## src/rtl/ping_sequencer.sv

```systemverilog
// ping_sequencer
//   Turns a one-cycle "ping" request into a timed transmit/receive cycle for
//   the transducer H-bridge: T/R switch settle, drive burst, ring-down
//   blanking, then the listen window. Every output is registered.
//
// Ports
//   clk, rst        clock, synchronous active-high reset
//   start           ping request (level, sampled every edge)
//   abort           cancel a ping in progress
//   burst_len       drive duration in cycles      (latched at start)
//   blank_len       blanking duration in cycles   (latched at start)
//   listen_len      listen window in cycles       (latched at start)
//   clr_overrun     clears the sticky overrun flag
//   hstate          code to h_bridge (HS_IDLE / HS_DRIVE)
//   txrx            1 = transmit path, 0 = receive path
//   listen          high during the receive window
//   busy            high in any non-IDLE state
//   done            one-cycle pulse at the end of a completed ping
//   overrun         sticky: start seen while busy
//   ping_count      completed-ping counter, wraps 255 -> 0
//   state_dbg       current FSM state, for checkers
//
// Handshake: start is a plain level request. It is accepted only when the
// FSM is IDLE and abort is low; a start in any other state is dropped and
// flagged on overrun. There is no back-pressure.

`ifndef HB_OSCL
`define HB_OSCL 2'b01
`endif

module ping_sequencer #(
  parameter int          CNT_W      = 16,
  parameter int          SETTLE_CYC = 4,
  parameter logic [1:0]  HS_IDLE    = 2'b00,
  parameter logic [1:0]  HS_DRIVE   = `HB_OSCL
) (
  input  logic             clk,
  input  logic             rst,
  input  logic             start,
  input  logic             abort,
  input  logic [CNT_W-1:0] burst_len,
  input  logic [CNT_W-1:0] blank_len,
  input  logic [CNT_W-1:0] listen_len,
  input  logic             clr_overrun,
  output logic [1:0]       hstate,
  output logic             txrx,
  output logic             listen,
  output logic             busy,
  output logic             done,
  output logic             overrun,
  output logic [7:0]       ping_count,
  output logic [2:0]       state_dbg
);

  typedef enum logic [2:0] {
    IDLE   = 3'd0,
    SETTLE = 3'd1,
    DRIVE  = 3'd2,
    BLANK  = 3'd3,
    LISTEN = 3'd4,
    DONE   = 3'd5
  } state_t;

  localparam logic [CNT_W-1:0] CNT_ONE    = CNT_W'(1);
  localparam logic [CNT_W-1:0] SETTLE_LEN = CNT_W'(SETTLE_CYC);

  state_t           state, state_nxt;
  logic [CNT_W-1:0] cnt, cnt_nxt;
  logic [CNT_W-1:0] burst_sh, blank_sh, listen_sh;

  // Phase that follows each timed phase, with zero-length phases skipped.
  state_t           after_blank_st, after_drive_st, after_settle_st;
  logic [CNT_W-1:0] after_blank_cnt, after_drive_cnt, after_settle_cnt;

  logic             accept;
  logic [1:0]       hstate_nxt;
  logic             txrx_nxt, listen_nxt, busy_nxt, done_nxt;

  assign accept    = (state == IDLE) && start && !abort;
  assign state_dbg = state;

  // ---------------------------------------------------------------------
  // State register, counter and shadow lengths
  // ---------------------------------------------------------------------
  always_ff @(posedge clk) begin
    if (rst) begin
      state     <= IDLE;
      cnt       <= '0;
      burst_sh  <= '0;
      blank_sh  <= '0;
      listen_sh <= '0;
    end else begin
      state <= state_nxt;
      cnt   <= cnt_nxt;
      if (accept) begin
        burst_sh  <= burst_len;
        blank_sh  <= blank_len;
        listen_sh <= listen_len;
      end
    end
  end

  // ---------------------------------------------------------------------
  // Next-state logic
  // ---------------------------------------------------------------------
  always_comb begin
    if (listen_sh != '0) begin
      after_blank_st  = LISTEN;
      after_blank_cnt = listen_sh;
    end else begin
      after_blank_st  = DONE;
      after_blank_cnt = '0;
    end

    if (blank_sh != '0) begin
      after_drive_st  = BLANK;
      after_drive_cnt = blank_sh;
    end else begin
      after_drive_st  = after_blank_st;
      after_drive_cnt = after_blank_cnt;
    end

    if (burst_sh != '0) begin
      after_settle_st  = DRIVE;
      after_settle_cnt = burst_sh;
    end else begin
      after_settle_st  = after_drive_st;
      after_settle_cnt = after_drive_cnt;
    end
  end

  // Counters load N on phase entry and the phase exits on the cycle the
  // count reads 1, so every phase lasts exactly N cycles.
  always_comb begin
    state_nxt = state;
    cnt_nxt   = cnt;
    case (state)
      IDLE: begin
        if (accept) begin
          state_nxt = SETTLE;
          cnt_nxt   = SETTLE_LEN;
        end
      end
      SETTLE: begin
        cnt_nxt = cnt - CNT_ONE;
        if (cnt == CNT_ONE) begin
          state_nxt = after_settle_st;
          cnt_nxt   = after_settle_cnt;
        end
      end
      DRIVE: begin
        cnt_nxt = cnt - CNT_ONE;
        if (cnt == CNT_ONE) begin
          state_nxt = after_drive_st;
          cnt_nxt   = after_drive_cnt;
        end
      end
      BLANK: begin
        cnt_nxt = cnt - CNT_ONE;
        if (cnt == CNT_ONE) begin
          state_nxt = after_blank_st;
          cnt_nxt   = after_blank_cnt;
        end
      end
      LISTEN: begin
        cnt_nxt = cnt - CNT_ONE;
        if (cnt == CNT_ONE) begin
          state_nxt = DONE;
          cnt_nxt   = '0;
        end
      end
      DONE: begin
        state_nxt = IDLE;
      end
      default: begin
        state_nxt = IDLE;
        cnt_nxt   = '0;
      end
    endcase

    if (abort && (state != IDLE)) begin
      state_nxt = IDLE;
      cnt_nxt   = '0;
    end
  end

  // ---------------------------------------------------------------------
  // Output logic: decoded from the next state and registered, so hstate and
  // txrx always change on the same edge and HS_DRIVE never meets txrx=0.
  // ---------------------------------------------------------------------
  always_comb begin
    hstate_nxt = HS_IDLE;
    txrx_nxt   = 1'b0;
    listen_nxt = 1'b0;
    busy_nxt   = (state_nxt != IDLE);
    done_nxt   = 1'b0;
    case (state_nxt)
      SETTLE: txrx_nxt = 1'b1;
      DRIVE: begin
        txrx_nxt   = 1'b1;
        hstate_nxt = HS_DRIVE;
      end
      BLANK:  txrx_nxt   = 1'b1;
      LISTEN: listen_nxt = 1'b1;
      DONE:   done_nxt   = 1'b1;
      default: ;
    endcase
  end

  always_ff @(posedge clk) begin
    if (rst) begin
      hstate     <= HS_IDLE;
      txrx       <= 1'b0;
      listen     <= 1'b0;
      busy       <= 1'b0;
      done       <= 1'b0;
      overrun    <= 1'b0;
      ping_count <= '0;
    end else begin
      hstate <= hstate_nxt;
      txrx   <= txrx_nxt;
      listen <= listen_nxt;
      busy   <= busy_nxt;
      done   <= done_nxt;
      if (done_nxt) begin
        ping_count <= ping_count + 8'd1;
      end
      // Abort outranks start, so a start alongside abort is dropped silently.
      if (start && !abort && (state != IDLE)) begin
        overrun <= 1'b1;
      end else if (clr_overrun) begin
        overrun <= 1'b0;
      end
    end
  end

endmodule

```

## config.mk

```make
export PLATFORM = sky130hd
export DESIGN_NAME = ping_sequencer
export DESIGN_NICKNAME = d
export VERILOG_FILES = /design/src/rtl/ping_sequencer.sv
export SDC_FILE = /design/constraint.sdc
export NUM_CORES = 1
export LEC_CHECK = 0
export BUFFER_PORTS_ARGS = -buffer_cell sky130_fd_sc_hd__buf_2
export CAP_MARGIN = 20
export CORE_MARGIN = 3
export CORE_UTILIZATION = 43
export CTS_CLUSTER_SIZE = 12
export DETAILED_ROUTE_END_ITERATION = 7
export SETUP_SLACK_MARGIN = 0.5
export SLEW_MARGIN = 20
export SYNTH_ARGS = -nofsm -noshare
export SYNTH_HDL_FRONTEND = slang
export SYNTH_SLANG_ARGS = --single-unit
```

## constraint.sdc

```tcl
create_clock -name clk -period 4.2 [get_ports clk]
set_input_delay 0 -clock clk [delete_from_list [all_inputs] [get_ports clk]]
set_output_delay 0 -clock clk [all_outputs]
set_load 0.01 [all_outputs]
```

==> flow_summary.json, run 1 <==
{
  "status": "complete, no violations",
  "fin_hold_ws_ns": 0.0416,
  "min_from": "abort",
  "drt-total-wl_um": 12100,
  "synth.distinct_cells": 59,
  "synth_nets": 578,
  "netlist_top_cells_count": "nand2_1, dfxtp_1, a21oi_1, clkbuf_1, nor2_1",
  "cts_sinks": 81,
  "numCtsBuffers": 9,
  "first_pass_iters": 5,
  "port_buffers": 69,
  "setup_tns_ns": 0,
  "avgSynthCellArea_um2": 7.71,
  "vdd_ir_drop_max_mv": 0.187,
  "wl_per_cell_um": 16.6,
  "grt_max_degree": 62,
  "met2_usage": 0.406,
  "cp-end-kind": "register",
  "final_nets": 674,
  "dieArea_um2": 10600,
  "root_buffer": "clkbuf_8",
  "utilization": 0.569,
  "r2r-end": "cnt[12]",
  "n_fill_cell": 834,
  "synth_top_area_share": 0.403,
  "dpl.hpwl_um": 8380,
  "place_congestion": 0.951,
  "syn_area_um2": 4030,
  "die_w_um": 103,
  "synth_flop_cell": "dfxtp_1",
  "setup_viol": 0,
  "final_max_slew_viol_count": 0,
  "clk_pin_slew_worst_paths_ns": 0.09,
  "drtAntennaViolNets": 0,
  "hp-class": "in2reg",
  "netlist_instances": 522,
  "area_delta_synth_final_pct": 25.5,
  "crit_type": "reg2reg",
  "overflow": 0,
  "drv_cap": 0,
  "leakage_uw": 0.00199,
  "grt_use_met3": 0.0352,
  "finalCritPeriodShare": 0.698,
  "synth.most_common_cell": "nand2_1",
  "slowest_delay_ns": 0.48,
  "synth_edf_count": 0,
  "grt_antenna_before_repair": 0,
  "ys_top_cells_by_area": "dfxtp_1, nand2_1, a21oi_1",
  "worstPathCellList": "ha_1, nor4b_1, nand4_1, and3_1, a221o_1, a221oi_1, nor3_1",
  "yosys.area.top_type": "dfxtp_1",
  "slowest_stage": "and3_1",
  "worst_pin_slew_ns": 0.887,
  "via_per_inst": 5.77,
  "grt_pass1_wl_um": 19800,
  "drt_first_iter_violations": 332,
  "async_flop_share": 0,
  "hold_path_depth": 4,
  "top_usage_layer": "met2",
  "critical_path_required_ns": 4.43,
  "core_area_um2": 8890,
  "cp-startpoint": "cnt[0]",
  "setup_ws_ns": 1.27,
  "row_count": 34,
  "drive_above_1_share": 0.164,
  "via_count": 4217,
  "finalHoldViolCount": 0,
  "grt_pass1_vias": 3942,
  "ys_ff_latch": 81,
  "rsz0062_at_grt": "false",
  "final.min_clock_period_ns": 2.93,
  "cts_max_level": 3,
  "power_density_nw_per_um2": 347,
  "cts_tree": "built",
  "clock_latency_ns": 0.36,
  "start_kind": "register",
  "route.detailed.drc": 0,
  "r2r_start": "cnt[0]",
  "dp_slack_ns": 1.36,
  "synth-seq-area-share": 0.403,
  "ios": 71,
  "hold_path_end": "txrx",
  "critical_path_arrival_ns": 3.16,
  "die_y_um": 103,
  "use_met1": 0.307,
  "slew_headroom": 0.403,
  "reg2reg_slack_ns": 1.27,
  "track_usage": 0.240,
  "cts_setup_buffers": 0,
  "fmax_mhz": 341,
  "path_max_fanout": 14,
  "fin_skew_ns": 0.00830,
  "cts_buffer_depth": 2,
  "rr_worst_depth": 7,
  "synth_warnings": 0,
  "antennaDiodeCount": 0,
  "start_util": 0.453
}
[worst max-delay path: cells and delay by family (launching register included)]
family	cells	cell delay, ns
AOI/OAI and AO/OA	2	0.73
and+or+nand+nor	4	1.37
DFF	1	0.47
adders and majority gates	1	0.22
[per-stage QoR]
stage                     cell area, um2  instances  power [uW]
after floorplan                     4030        522        1100
after CTS                           5050        731        1760
after global placement              4390        666        1200
after global routing                5050        731        1840
final                               5050        731        1750
after detailed placement            4390        666        1200
[placed cells by master (no fill, tap or decap), drive strengths merged, types with 5 or more instances in the layout]
cell type / instances
a21o: 7
dlygate4sd3: 49
nor4: 21
a21oi: 74
a31oi: 5
o21ai: 9
nand4: 8
nor2: 22
buf: 76
inv: 10
o31ai: 8
nand3: 5
o22ai: 5
or4: 8
dfxtp: 81
clkbuf: 9
nor3: 11
nand2: 127
nor2b: 7
a221oi: 12
a221o: 7
[layout make-up]
| type | count | area (um2) | area share |
|---|---|---|---|
| sequential | 81 | 1620 | 0.321 |
| clock buffer | 9 | 124 | 0.0245 |
| inverter | 7 | 26.3 | 0.00520 |
| tap | 108 | 135 | 0.0267 |
| clock inverter | 7 | 51.3 | 0.0101 |
| timing repair buffer | 125 | 888 | 0.176 |
| multi-input combinational | 394 | 2210 | 0.437 |
[sequential cells by signal (all words and copies together) (netlist names)]
| register | count |
|---|---|
| blank_sh | 16 |
| burst_sh | 16 |
| cnt | 16 |
| listen_sh | 16 |
| ping_count | 8 |
| state_dbg | 3 |
| busy | 1 |
| done | 1 |
| hstate | 1 |
| listen | 1 |
| overrun | 1 |
| txrx | 1 |
[power by group]
| part | internal, uW | total [uW] | leakage, uW | switching, uW |
|---|---|---|---|---|
| combinational | 164 | 381 | 0.00125 | 217 |
| sequential | 803 | 846 | 0.000659 | 43.3 |
| clock | 219 | 527 | 0.0000864 | 308 |
[worst max-delay path by stage]
stage | endpoint | slack, ns | cells after the start
2_1_floorplan | cnt[3] | 1.85 | 9
3_3_place_gp | cnt[12] | 1.44 | 7
3_5_place_dp | cnt[9] | 1.36 | 7
4_1_cts | cnt[9] | 1.32 | 7
5_1_grt | cnt[9] | 1.06 | 7
6_report | cnt[12] | 1.27 | 7
[kinds of logic (layout without fill, tap and decap cells)]
logic type	Yosys count	count (layout)	share of synthesized area
buffers and inverters	47	148	0.0494
DFF	81	81	0.403
adders and majority gates	4	4	0.0121
AOI/OAI and AO/OA	148	148	0.238
and+or+nand+nor	233	233	0.279
xor gates and xnor gates	8	8	0.0174
other	1	1	0.000931
[routing by layer]
layer,share of wire,vias to the layer above
met3,0.055,30
met5,0,-
met2,0.48,165
met4,0.031,0
met1,0.44,1943
li1,-,2079
[timing repair]
item / CTS / global route
hold buffers: 49 / 0
gates resized for setup: 0 / 0
endpoints found under the hold margin: 49 / 0
Power figures use the tool's default switching activity.
==> run 2: changes to the inputs <==
--- a/config.mk
+++ b/config.mk
@@ -5,12 +5,14 @@
 export SDC_FILE = /design/constraint.sdc
 export NUM_CORES = 1
 export LEC_CHECK = 0
+export ABC_AREA = 1
 export BUFFER_PORTS_ARGS = -buffer_cell sky130_fd_sc_hd__buf_2
 export CAP_MARGIN = 20
 export CORE_MARGIN = 3
 export CORE_UTILIZATION = 43
 export CTS_CLUSTER_SIZE = 12
 export DETAILED_ROUTE_END_ITERATION = 7
+export PLACE_DENSITY = 0.66
 export SETUP_SLACK_MARGIN = 0.5
 export SLEW_MARGIN = 20
 export SYNTH_ARGS = -nofsm -noshare
==> constraint.sdc (replaced) <==
create_clock -name clk -period 2.58 [get_ports clk]
set_input_delay 0 -clock clk [delete_from_list [all_inputs] [get_ports clk]]
set_output_delay 0 -clock clk [all_outputs]
set_load 0.01 [all_outputs]
==> flow_summary.json, run 2 <==
{
  "synth_edf_count": 0,
  "synth_top_area_share": 0.382,
  "area_delta_synth_final_pct": 31.5,
  "yosys.area.top_type": "dfxtp_1",
  "synth.most_common_cell": "nand2_1",
  "power_density_nw_per_um2": 509,
  "met2_usage": 0.374,
  "start_util": 0.451,
  "yosys.area_share.adder": 0.00883,
  "clock_latency_ns": 0.37,
  "overflow": 0,
  "seq_area_um2": 1630,
  "wl_per_cell_um": 14.2,
  "pwr-share-clk": 0.321,
  "p_seq_frac": 0.482,
  "top_usage_layer": "met2",
  "antennaDiodeCount": 0,
  "start_kind": "register",
  "synth_mux_area_frac": 0,
  "synth_xor_area_frac": 0.0247,
  "slew_headroom": 0.435,
  "post_layout_nonfiller_instances": 916,
  "dpl-instance-area_um2": 4700,
  "via_per_inst": 5.17,
  "grt_max_degree": 54,
  "leakage_uw": 0.00255,
  "p_switching_uw": 909,
  "async_flop_share": 0,
  "drt-total-wl_um": 13000,
  "use_met1": 0.305,
  "final_nets": 838,
  "synth_nets": 715,
  "cts_max_level": 3,
  "multiInputGateArea_um2": 2400,
  "via_count": 4734,
  "grt_antenna_before_repair": 0,
  "syn_area_um2": 4250,
  "synth_warnings": 0,
  "grt_pass1_vias": 4299,
  "grt_use_met3": 0.0416,
  "vdd_ir_drop_max_mv": 0.254,
  "place_congestion": 0.953,
  "rsz0062_at_grt": "true",
  "dpl.hpwl_um": 8960,
  "p_comb_frac": 0.197,
  "cts_tree": "built",
  "numCtsBuffers": 9,
  "final.min_clock_period_ns": 2.05,
  "ys_top_cells_by_area": "dfxtp_1, nand2_1, nor2_1",
  "layout_commonest_cell": "nand2_1",
  "synth.distinct_cells": 31,
  "stdcell_area_um2": 5590,
  "synth_top_family_by_area": "simple AND/OR/NAND/NOR gates",
  "synth-compound-area-share": 0.180,
  "netlist_instances": 659,
  "hp-class": "in2reg",
  "drt_first_iter_violations": 333,
  "ys_ff_latch": 81,
  "clk_pin_slew_worst_paths_ns": 0.09,
  "yosys.area_share.simple": 0.329,
  "internal-power_uw": 1940,
  "swShare": 0.319,
  "die_y_um": 105,
  "crit_type": "reg2reg",
  "worst_pin_slew_ns": 0.839,
  "n_fill_cell": 902,
  "path_max_fanout": 7,
  "drtAntennaViolNets": 0,
  "critical_path_arrival_ns": 2.29,
  "core_area_um2": 9420,
  "critical_path_required_ns": 2.82,
  "netlist_top_cells_count": "nand2_1, nor2_1, dfxtp_1, o21ai_0, a21oi_1",
  "finalHoldViolCount": 0,
  "cts_sinks": 81,
  "root_buffer": "clkbuf_8",
  "setup_viol": 0,
  "fin_skew_ns": 0.00874,
  "port_buffers": 69,
  "dieArea_um2": 11100,
  "first_pass_iters": 6,
  "drv_cap": 0,
  "route.detailed.drc": 0,
  "status": "complete, no violations",
  "ios": 71,
  "row_count": 35,
  "setup_tns_ns": 0,
  "track_usage": 0.230,
  "synth_flop_cell": "dfxtp_1",
  "drive_above_1_share": 0.201,
  "finalCritPeriodShare": 0.794,
  "final_max_slew_viol_count": 0,
  "avgSynthCellArea_um2": 6.45,
  "grt_pass1_wl_um": 20700,
  "final_cell_mix": "nand2_1, nor2_1, dfxtp_1",
  "cp-end-kind": "register",
  "cts_buffer_depth": 2,
  "dp_cells": 839,
  "die_w_um": 105,
  "fmax_mhz": 488,
  "synth-seq-area-share": 0.382
}
run 2: cell type report:
| type | count | area share |
|---|---|---|
| multi-input cells | 497 | 0.430 |
| repair buffers | 136 | 0.176 |
| inverters | 57 | 0.0407 |
| well taps | 129 | 0.0289 |
| clock buffers | 10 | 0.0246 |
| clock inverters | 6 | 0.00895 |
| flip-flops and latches | 81 | 0.291 |
run 2: logic make-up after synthesis:
group,after synthesis
AO/OA/AOI/OAI,141
XOR/XNOR,12
adder cells (fa/ha/maj),3
buffers and inverters,81
flip-flops,81
other,1
AND/OR/NAND/NOR,340
run 2: power groups by stage:
| stage | clock network, uW | logic (uW) | registers [uW] |
|---|---|---|---|
| 2_1_floorplan | 0 | 338 | 1380 |
| 3_3_place_gp | 0 | 457 | 1400 |
| 3_5_place_dp | 0 | 460 | 1400 |
| 4_1_cts | 918 | 520 | 1370 |
| 5_1_grt | 975 | 630 | 1380 |
| 6_report | 912 | 560 | 1370 |
run 2: worst max-delay path, cell delays in order, from the launching register on:
cell and delay, ns:
dfxtp_2 0.34, inv_2 0.05, ha_2 0.16, inv_1 0.05, nor2_2 0.12, nand2_2 0.07
nor2_4 0.14, nand2_4 0.11, buf_4 0.16, nand2_1 0.11, and3_4 0.22, nand2_1 0.06
nand2_1 0.10, nand2_1 0.09, nand2_1 0.08, a21oi_1 0.06
run 2: layer usage:
metal / routed length, um / up-vias
li1: - / 2358
met1: 5740 / 2141
met2: 6080 / 198
met3: 847 / 37
met4: 353 / 0
met5: 0 / -
run 2: final timing paths:
check	startpoint	to	slack, ns	cells after the start
max	cnt[1]	cnt[12]	0.53	15
min reg2reg	cnt[1]	cnt[1]	0.49	2
min	abort	done	0.01	4
max reg2reg	cnt[1]	cnt[12]	0.53	15
run 2: what timing repair did:
item | in CTS | in global routing
buffers inserted | 0 | 9
endpoints found under the setup margin | 8 | 23
hold endpoints to repair | 56 | 7
pin swaps | 1 | 6
hold buffers | 50 | 2
gates resized for setup | 1 | 35
run 2: stage by stage:
step                      worst slack (ns)  hold WS (ns)   util  total power (uW)
final                                0.531        0.0131  0.594              2850
after global routing                 0.452        0.0346  0.594              2990
after CTS                            0.484       -0.0637  0.573              2810
after detailed placement             0.457         0.258  0.499              1860
after global placement               0.486         0.249  0.499              1860
after floorplan                      0.806         0.163      -              1720
